File: config.mk
export PLATFORM = sky130hd
export DESIGN_NAME = decode_ctrl_pipe
export DESIGN_NICKNAME = d
export VERILOG_FILES = /design/src/rtl/ctrl_pkg.sv /design/src/rtl/ctrl_decode.sv /design/src/rtl/decode_ctrl_pipe.sv
export SDC_FILE = /design/constraint.sdc
export NUM_CORES = 1
export LEC_CHECK = 0
export CORE_MARGIN = 2
export CORE_UTILIZATION = 45
export DETAILED_ROUTE_END_ITERATION = 10
export DONT_BUFFER_PORTS = 1
export PLACE_DENSITY_LB_ADDON = 0.08
export SLEW_MARGIN = 30
export SYNTH_ARGS = -nofsm -noshare
export SYNTH_HDL_FRONTEND = slang
export SYNTH_SLANG_ARGS = --single-unit
File: constraint.sdc
create_clock -name clk_i -period 1.1 [get_ports clk_i]
set_input_delay 0.275 -clock clk_i [delete_from_list [all_inputs] [get_ports clk_i]]
set_output_delay 0.275 -clock clk_i [all_outputs]
set_load 0.02 [all_outputs]
File: src/rtl/ctrl_pkg.sv
// Shared decode-stage definitions: opcodes, ALUOp codes, FSM states and the
// ID/EX control bundle.
package ctrl_pkg;

  localparam logic [6:0] OP_RTYPE  = 7'b0110011;
  localparam logic [6:0] OP_IMM    = 7'b0010011;
  localparam logic [6:0] OP_LOAD   = 7'b0000011;
  localparam logic [6:0] OP_STORE  = 7'b0100011;
  localparam logic [6:0] OP_BRANCH = 7'b1100011;
  localparam logic [6:0] OP_NOP    = 7'b0000000;
  localparam logic [6:0] OP_SYSTEM = 7'b1110011;
  localparam logic [6:0] OP_JAL    = 7'b1101111;
  localparam logic [6:0] OP_JALR   = 7'b1100111;
  localparam logic [6:0] OP_LUI    = 7'b0110111;

  localparam logic [6:0] F7_MUL = 7'b0000001;

  localparam logic [1:0] ALUOP_ADD    = 2'b00;
  localparam logic [1:0] ALUOP_BRANCH = 2'b01;
  localparam logic [1:0] ALUOP_RTYPE  = 2'b10;
  localparam logic [1:0] ALUOP_JUMP   = 2'b11;

  typedef enum logic [1:0] {
    RUN      = 2'd0,
    MUL_WAIT = 2'd1,
    HALT     = 2'd2
  } ctrlState_t;

  typedef struct packed {
    logic       regWrite;
    logic       memtoReg;
    logic       memRead;
    logic       memWrite;
    logic       aluSrc;
    logic       branch;
    logic       jump;
    logic [1:0] aluOp;
  } ctrlBundle_t;

  localparam int unsigned BUNDLE_W = $bits(ctrlBundle_t);

endpackage

File: src/rtl/ctrl_decode.sv
// Combinational opcode decoder producing the control bundle plus mul/ecall
// and legality qualifiers for the pipeline FSM.
module ctrl_decode
  import ctrl_pkg::*;
#(
  parameter bit EXT_JUMP = 1'b0
) (
  input  logic [6:0]          opcode,
  input  logic [6:0]          funct7,
  output logic [BUNDLE_W-1:0] bundle,
  output logic                isMul,
  output logic                isEcall,
  output logic                isLegal
);

  ctrlBundle_t dec;

  always_comb begin
    dec     = '0;
    isLegal = 1'b1;
    isEcall = 1'b0;
    case (opcode)
      OP_RTYPE: begin
        dec.regWrite = 1'b1;
        dec.aluOp    = ALUOP_RTYPE;
      end
      OP_IMM: begin
        dec.aluSrc   = 1'b1;
        dec.regWrite = 1'b1;
        dec.aluOp    = ALUOP_ADD;
      end
      OP_LOAD: begin
        dec.aluSrc   = 1'b1;
        dec.memtoReg = 1'b1;
        dec.regWrite = 1'b1;
        dec.memRead  = 1'b1;
      end
      OP_STORE: begin
        dec.aluSrc   = 1'b1;
        dec.memWrite = 1'b1;
      end
      OP_BRANCH: begin
        dec.branch = 1'b1;
        dec.aluOp  = ALUOP_BRANCH;
      end
      OP_NOP:    ;
      OP_SYSTEM: isEcall = 1'b1;
      // Jump-class opcodes are only legal when the extension is built in.
      OP_JAL: begin
        if (EXT_JUMP) begin
          dec.regWrite = 1'b1;
          dec.jump     = 1'b1;
          dec.aluOp    = ALUOP_JUMP;
        end else begin
          isLegal = 1'b0;
        end
      end
      OP_JALR: begin
        if (EXT_JUMP) begin
          dec.regWrite = 1'b1;
          dec.aluSrc   = 1'b1;
          dec.jump     = 1'b1;
          dec.aluOp    = ALUOP_JUMP;
        end else begin
          isLegal = 1'b0;
        end
      end
      OP_LUI: begin
        if (EXT_JUMP) begin
          dec.regWrite = 1'b1;
          dec.aluSrc   = 1'b1;
          dec.aluOp    = ALUOP_JUMP;
        end else begin
          isLegal = 1'b0;
        end
      end
      default: isLegal = 1'b0;
    endcase
  end

  assign bundle = dec;
  assign isMul  = (opcode == OP_RTYPE) && (funct7 == F7_MUL);

endmodule

File: src/rtl/decode_ctrl_pipe.sv
// ID/EX control register with multi-cycle mul stall, ecall halt and a sticky
// illegal-opcode flag.
module decode_ctrl_pipe
  import ctrl_pkg::*;
#(
  parameter int unsigned MUL_CYCLES = 3,
  parameter bit          EXT_JUMP   = 1'b0
) (
  input  logic       clk_i,
  input  logic       rst_n_i,
  input  logic [6:0] opcode_i,
  input  logic [6:0] funct7_i,
  input  logic       valid_i,
  input  logic       NoOP_i,
  input  logic       Flush_i,
  output logic       RegWrite_o,
  output logic       MemtoReg_o,
  output logic       MemRead_o,
  output logic       MemWrite_o,
  output logic       ALUSrc_o,
  output logic       Branch_o,
  output logic       Jump_o,
  output logic [1:0] ALUOp_o,
  output logic       Stall_o,
  output logic       Halt_o,
  output logic       IllegalOp_o
);

  localparam int unsigned      CNT_W    = $clog2(MUL_CYCLES + 1);
  localparam logic [CNT_W-1:0] CNT_LOAD = CNT_W'(MUL_CYCLES - 1);
  localparam logic [CNT_W-1:0] CNT_ONE  = CNT_W'(1);

  ctrlState_t          state, stateNext;
  logic [CNT_W-1:0]    cnt, cntNext;
  ctrlBundle_t         bundleQ, bundleNext, decoded;
  logic [BUNDLE_W-1:0] decVec;
  logic                decMul, decEcall, decLegal;
  logic                haltQ, illegalQ, illegalNext;

  ctrl_decode #(.EXT_JUMP(EXT_JUMP)) uDecode (
    .opcode  (opcode_i),
    .funct7  (funct7_i),
    .bundle  (decVec),
    .isMul   (decMul),
    .isEcall (decEcall),
    .isLegal (decLegal)
  );

  assign decoded = decVec;

  always_ff @(posedge clk_i or negedge rst_n_i) begin
    if (!rst_n_i) begin
      state    <= RUN;
      cnt      <= '0;
      bundleQ  <= '0;
      haltQ    <= 1'b0;
      illegalQ <= 1'b0;
    end else begin
      state    <= stateNext;
      cnt      <= cntNext;
      bundleQ  <= bundleNext;
      haltQ    <= (stateNext == HALT);
      illegalQ <= illegalNext;
    end
  end

  always_comb begin
    stateNext   = state;
    cntNext     = cnt;
    bundleNext  = '0;
    illegalNext = illegalQ;
    case (state)
      RUN: begin
        // Bubbles take priority and must not raise the illegal flag or halt.
        if (Flush_i || NoOP_i || !valid_i) begin
          bundleNext = '0;
        end else if (!decLegal) begin
          illegalNext = 1'b1;
        end else if (decEcall) begin
          stateNext = HALT;
        end else begin
          bundleNext = decoded;
          if (decMul && (MUL_CYCLES > 1)) begin
            cntNext   = CNT_LOAD;
            stateNext = MUL_WAIT;
          end
        end
      end
      MUL_WAIT: begin
        bundleNext = bundleQ;
        cntNext    = cnt - CNT_ONE;
        if (cnt == CNT_ONE) stateNext = RUN;
      end
      HALT:    bundleNext = '0;
      default: stateNext = RUN;
    endcase
  end

  always_comb begin
    Stall_o     = (state == MUL_WAIT);
    Halt_o      = haltQ;
    IllegalOp_o = illegalQ;
    RegWrite_o  = bundleQ.regWrite;
    MemtoReg_o  = bundleQ.memtoReg;
    MemRead_o   = bundleQ.memRead;
    MemWrite_o  = bundleQ.memWrite;
    ALUSrc_o    = bundleQ.aluSrc;
    Branch_o    = bundleQ.branch;
    Jump_o      = bundleQ.jump;
    ALUOp_o     = bundleQ.aluOp;
  end

endmodule
==> results.txt, run 1 <==
- Status: finished with violations
* Violated checks: setup timing
- The detailed router finished its first iteration with 11 violations.
- Max IR drop VDD: 474 uV
- Commonest cells after routing, fill and taps aside: sky130_fd_sc_hd__nand2_1 (12), sky130_fd_sc_hd__dfrtp_1 (9), sky130_fd_sc_hd__buf_4 (9)
- Proportion of layout cells with a drive suffix above 1: 32.1%
- Summing all placed instances gives a cell area of 722 um2.
- Number of enable-type register cells in the synthesized netlist: 0
- In the final routed layout, each cell accounts on average for 14.5 um.
* Total clock buffers created by CTS: 3
- Antenna viol nets, final: 0
- Proportion of register bits with asynchronous set or reset after synthesis: 100%
- Wires add up to 1390 um.
- For this run the aggregate overflow at the end of global routing stands at 0.
- Detailed-routing iteration count for the pre-antenna-repair pass: 4
- After layout, the worst path uses 117% of the clock period.
* Synthesis-stage register bit count: 12
- The min-delay analysis places its worst path in the category in -> reg.
- GPL Wtd Cong: 0.761
- Each instance of the synthesized netlist takes up on average 9.27 um2.
* Relative max-transition margin: 62.2%
* Number of clock sinks: 12
- Antenna violations before repair: 0
* Non-filler instance count after layout: 96
- Post-route standard cell area excluding fillers: 807 um2
- The worst hold path begins at opcode_i[4].
- Relative to the synthesized area, the layout overhead comes to 26.2%.
- For this configuration, the core starts out at a cell density of 48.5%.
- Clk_lat worst skew: 0.27 ns
- The count of pins over their slew limit was 0.
* Cell area power density: 1070 nW/um2
* CTS clock-pin slew for the worst setup and hold paths: 0.08 ns
* Most used flip-flop cell after synthesis: sky130_fd_sc_hd__dfrtp_1
* Type of the setup path with the least slack: reg -> out
- The tool flagged a number of max-cap violations equal to 0.
* Leak pwr: 0.350 nW
* CTS H-tree depth: 1
* Clock period minus worst slack: 1.29 ns
- X dimension of the die: 41.7 um
- Counting every net in the synthesized netlist gives 89.
- Worst-case register-to-register setup slack: -0.10 ns
- Count of vias placed by the detailed router: 548
- The worst setup path is launched from a register.
* Worst-margin pin slew: 0.566 ns
* Final setup vio count: 9
* Sum of net half-perimeters after detailed placement: 1050 um
- Final worst setup slack: -0.192 ns
- Final nets: 102
* Setup crit end kind: output pin
* Crit path DAT: 1.02 ns
- At the worst endpoint, the required time is 0.82 ns.
- The first global-routing pass estimated 2330 um of wire.
- Boundary Pins: 31
- Total number of placement rows: 13
- In this run the critical register-to-register path is launched from state[1].
- Maximum clock skew at final layout: 0.00447 ns
- Mapped Area: 639 um2
* WHS Path Cells: 1
* CTS tree: built
- The count of buffers added on input and output ports is 0.
- In the routed design, unresolved DRC markers number 0.
- Global routing used 17.5% of the available tracks across all layers.
- Setup repair after global routing could not meet its margin everywhere.
- After routing, the total negative slack on setup checks comes to -0.437 ns.
- Mean number of vias per cell: 5.71
- Slowest stage cell, crit path: sky130_fd_sc_hd__dfrtp_1
- The number of global-route vias before repair is 530.
- After floorplanning, the core was sized to cover 1320 um2.
- Place WS: -0.101 ns
* Ant diodes: 0
* Seq/Total Area, Yosys: 47.0%
- For hold timing, the worst endpoint is MemtoReg_o.
- Entering global routing, the biggest net connects 13 pins.
- Including well taps, the total number of placed cells is 90.
- In this run the vertical extent of the chip is 41.7 um.
- Full die area: 1740 um2
- Achievable clock frequency: 774 MHz
- Of all nets on the critical path, the largest fanout is 7.
- The endpoint identified for the worst register-to-register timing path is cnt[1].
* Count of endpoints failing hold in the final timing report: 0
* Cell at the root of the clock tree: sky130_fd_sc_hd__clkbuf_4
- Buffers from clock root to sink, at most: 2
* Most frequent standard cell in the layout excluding fill and tap cells: sky130_fd_sc_hd__nand2_1
- Largest incremental delay on the critical path: 0.41 ns
* Critical path cell sequence: nand2b_4 > inv_4 > buf_12
- Synth Instances: 69
* Yosys synthesis warning count: 0
- Counting cells, the worst reg-to-reg path comes to 5.
* Unique masters post-synth: 27
==> flip-flops by register name (all words and copies together), names as in the netlist <==
| register | cells |
|---|---|
| ALUOp_o | 1 |
| ALUSrc_o | 1 |
| Branch_o | 1 |
| Halt_o | 1 |
| IllegalOp_o | 1 |
| MemWrite_o | 1 |
| MemtoReg_o | 1 |
| RegWrite_o | 1 |
| cnt | 2 |
| state | 2 |
==> how the worst max path moves through the flow <==
stage	cells after the start	slack (ns)	to	from
floorplan	3	-0.04	IllegalOp_o	opcode_i[5]
global placement	3	-0.06	IllegalOp_o	opcode_i[5]
detailed placement	3	-0.10	MemtoReg_o	state[0]
CTS	3	-0.19	Stall_o	state[1]
global route	3	-0.23	Stall_o	state[1]
finish	3	-0.19	Stall_o	state[1]
==> report_power, final <==
| part | switching [W] | internal [W] |
|---|---|---|
| clock network | 0.000153 | 0.000201 |
| logic | 0.0000307 | 0.0000273 |
| registers | 0.00000528 | 0.000444 |
| total | 0.000189 | 0.000673 |
==> final cells by class <==
type / count / area [um2]
flip-flops and latches: 12 / 304
inverters: 5 / 21.3
clock buffers: 4 / 36.3
fillers: 116 / 510
repair buffers: 11 / 97.6
multi-input cells: 49 / 329
well taps: 15 / 18.8
==> per-layer routing <==
layer	vias to the layer above	global-route usage (%)	routed length, um
li1	270	-	-
met1	249	24.7	668
met2	27	25.0	606
met3	2	4.78	99
met4	0	7.74	14
met5	-	0	0
==> timing repair <==
| item | 4_1_cts | 5_1_grt |
|---|---|---|
| pin swaps | 0 | 1 |
| hold buffers | 1 | 0 |
| cloned | 0 | 0 |
| buffers inserted | 1 | 0 |
| resized for setup | 6 | 9 |
| setup endpoints to repair | 12 | 11 |
| hold endpoints to repair | 12 | 0 |
==> cell usage after synthesis, types with 2 or more instances <==
library cell	count	area share (%)
sky130_fd_sc_hd__nand2b_1	2	2.0
sky130_fd_sc_hd__nand3_1	4	3.1
sky130_fd_sc_hd__nor2_1	2	1.2
sky130_fd_sc_hd__o31ai_1	3	3.5
sky130_fd_sc_hd__nand2_1	12	7.0
sky130_fd_sc_hd__nor2b_1	2	2.0
sky130_fd_sc_hd__o21ai_0	6	4.7
sky130_fd_sc_hd__inv_1	5	2.9
sky130_fd_sc_hd__o22ai_1	2	2.0
sky130_fd_sc_hd__dfrtp_1	12	47
sky130_fd_sc_hd__buf_4	3	3.5
==> logic make-up after synthesis <==
kind of cell             synth area share, %
AO/OA/AOI/OAI                           16.2
other                                  0.587
flip-flops                              47.0
AND/OR/NAND/NOR                         26.2
adder cells (fa/ha/maj)                 1.96
multiplexers                            1.57
buffers and inverters                   6.46
==> worst max-delay path: cells and delay by family, from the launching register on <==
family,cells,cell delay (ns)
buf+inv,2,0.17
flops,1,0.41
simple gates,1,0.17
==> through the flow <==
step,hold WS [ns],util [%],power [W]
after detailed placement,-0.0203,54.8,0.000503
after floorplan,-0.0206,-,0.000493
after global routing,0.0725,61.3,0.000904
final,0.0861,61.3,0.000862
after global placement,-0.0204,54.8,0.000502
after CTS,0.101,59.7,0.000867
(Power assumes the default switching activity.)
==> run 2: changes to the inputs <==
CORE_MARGIN = 10   (was 2)
SLEW_MARGIN = unset   (was 30)
==> run 2 against run 1 <==
Against the previous run:
- the flow still finishes with violations (setup timing)
- sequential power is essentially flat
- hold slack better by 0.0015 ns
- flip-flop and latch count did not move
- cell area increased by 1.1%
- critical endpoint unchanged
- largest cell class unchanged
- highest routed layer unchanged
==> results.txt, run 2 (same netlist as run 1, synthesis figures left out) <==
* Comb power frac: 7.4%
- Proportion of layout cells with a drive suffix above 1: 29.6%
- For this design, the sink count on the clock tree is 12.
- The tightest hold path in the finished design has a slack of 0.0877 ns.
* Clk pwr share: 40.1%
- Data arrives at the worst endpoint at 1.01 ns.
- Compared with the post-synthesis result, the final layout area differs by 27.6%.
* Cell area reported after detailed placement: 707 um2
- The repair_antennas step left the layout with diodes totalling 0.
- The final critical path takes up 117% of the cycle.
- The design draws 0.000857 W.
- After detailed routing, the average wire length per cell comes to 16.5 um.
- Global-route usage over all layers: 10.0%
- Place WS: -0.0591 ns
- The die covers 3330 um2.
- Net Switching: 0.000181 W
* Setup repair after global routing missed its margin: true
- Count of placed standard cells including taps: 88
- At the end of the flow, the number of nets in the layout was 102.
- Maximum clock skew at final layout: 0.00580 ns
* Combined area of the multi-input logic cells: 328 um2
- CTS H-tree depth: 1
* Storage element area: 303 um2
- Leak pwr: 0.353 nW
* Initial cell density of the core: 48.5%
* Startpoint type of the worst setup path: register
- For this design the ratio of total power to cell area is 1050 nW/um2.
- After filler insertion, the fill cell instance count of the layout stands at 116.
- Summing over every cut layer, the via total after detailed routing is 555.
- Violated checks: setup timing
- Flop pwr share: 52.5%
* Y dimension of the die: 57.7 um
- Commonest cells after routing, fill and taps aside: sky130_fd_sc_hd__nand2_1 (12), sky130_fd_sc_hd__dfrtp_1 (10), sky130_fd_sc_hd__buf_4 (6)
- After global routing the overflow that remains totals 0.
* Relative max-transition margin: 64.0%
- The worst setup path is captured at an output pin.
* Non-filler instance count after layout: 96
- IR analysis of the VDD net gives a maximum drop of 448 uV.
- Status: finished with violations
- Total number of placement rows: 13
- The initial antenna violation count is 0.
- Clock period minus worst slack: 1.29 ns
* Max_cap viols: 0
- TritonCTS built the clock tree.
- For the worst setup path, the data required time is 0.82 ns.
- Buffers placed on the I/O ports in this run total 0.
- Sum of net half-perimeters after detailed placement: 1240 um
- Detailed-routing iteration count for the pre-antenna-repair pass: 4
- The number of global-route vias before repair was 623.
- Boundary Pins: 31
- DRC violation count after routing: 0
- Worst-margin pin slew: 0.539 ns
- Buffers from clock root to sink, at most: 2
- Most frequent standard cell in the layout excluding fill and tap cells: sky130_fd_sc_hd__nand2_1
* Switching share of total power: 21.1%
- Final number of max-transition violations: 0
- With fillers left out, the area of the finished cells amounts to 816 um2.
- Setup violations remaining at the end of the flow were counted as 11.
- Achievable clock frequency: 776 MHz
- CTS clock-pin slew for the worst setup and hold paths: 0.08 ns
- Final worst setup slack: -0.188 ns
* Maximum number of pins on one net before global-route repair: 13
- Routed WL: 1580 um
* Antenna viol nets, final: 0
* Power Internal: 0.000675 W
* Number of violations reported at the end of detailed-routing iteration 0: 2
- The total area inside the core boundary comes to 1320 um2.
- Total clock buffers created by CTS: 3
* Clk_lat worst skew: 0.27 ns
* Type of the setup path with the least slack: reg -> out
- The die is 57.7 um wide.
* GPL Wtd Cong: 0.816
- Dividing the detail-routed via count by the number of cells gives 5.78.
- Class of the tightest hold or removal check: in -> reg
* Top fanout value on the critical path: 7
* Cell at the root of the clock tree: sky130_fd_sc_hd__clkbuf_4
- Count of endpoints failing hold in the final timing report: 0
* Global-route wire length before repair: 2680 um
- The largest registers in the layout are cnt (2), state (2).
run 2: cell counts in the layout (fill, tap and decap cells not counted):
Identical to the previous run, type by type.
run 2: worst max-delay path, stage by stage, from the launching register on:
cell and delay [ns]:
sky130_fd_sc_hd__dfrtp_1 0.41, sky130_fd_sc_hd__nand2b_4 0.16, sky130_fd_sc_hd__inv_2 0.07, sky130_fd_sc_hd__buf_12 0.12
run 2: path summary, 6_finish.rpt:
| kind | slack (ns) | from | cells after the start | endpoint |
|---|---|---|---|---|
| worst max-delay path | -0.19 | state[1] | 3 | Stall_o |
| worst min-delay path | 0.09 | opcode_i[4] | 1 | MemtoReg_o |
| worst max register to register | -0.15 | state[0] | 3 | MemtoReg_o |
| worst min register to register | 0.52 | cnt[1] | 2 | cnt[1] |
| max in group asynchronous | 0.29 | rst_n_i | 1 | Branch_o |
| min in group asynchronous | 0.42 | rst_n_i | 1 | MemWrite_o |
run 2: metrics by stage:
step	setup TNS [ns]	utilization, %
detailed placement	-0.299	53.7
CTS	-0.732	61.3
floorplan	-0.0372	-
global route	-1.90	61.9
global placement	-0.328	53.7
finish	-0.914	61.9
run 2: power by group through the flow:
stage	registers [W]	logic (W)	clock network (W)
2_1_floorplan	0.000458	0.0000354	0
3_3_place_gp	0.000459	0.0000446	0
3_5_place_dp	0.000458	0.0000450	0
4_1_cts	0.000450	0.0000625	0.000354
5_1_grt	0.000450	0.0000708	0.000368
6_report	0.000450	0.0000632	0.000344
run 2: cell type report:
| class | count | area share, % |
|---|---|---|
| flip-flops and latches | 12 | 37.1 |
| multi-input cells | 49 | 40.2 |
| clock buffers | 4 | 4.45 |
| inverters | 5 | 2.61 |
| repair buffers | 11 | 13.3 |
| well taps | 15 | 2.30 |
run 2: what timing repair did:
item / CTS / global route
endpoints found under the hold margin: 12 / 0
hold buffers: 1 / 0
endpoints found under the setup margin: 12 / 11
resized for setup: 11 / 5
pin swaps: 2 / 1
buffers inserted: 3 / 0
gates cloned: 0 / 0
run 2: routing by layer:
metal / routed length [um] / global-route usage, %
met5: 0 / 0
met4: 13 / 6.04
met1: 675 / 10.7
met3: 227 / 6.54
met2: 664 / 14.4
==> run 3: changes to the inputs <==
CTS_CLUSTER_DIAMETER = 200   (was unset)
==> results of run 3 <==
The final DEF is identical to that of run 2; final timing and power are the same.
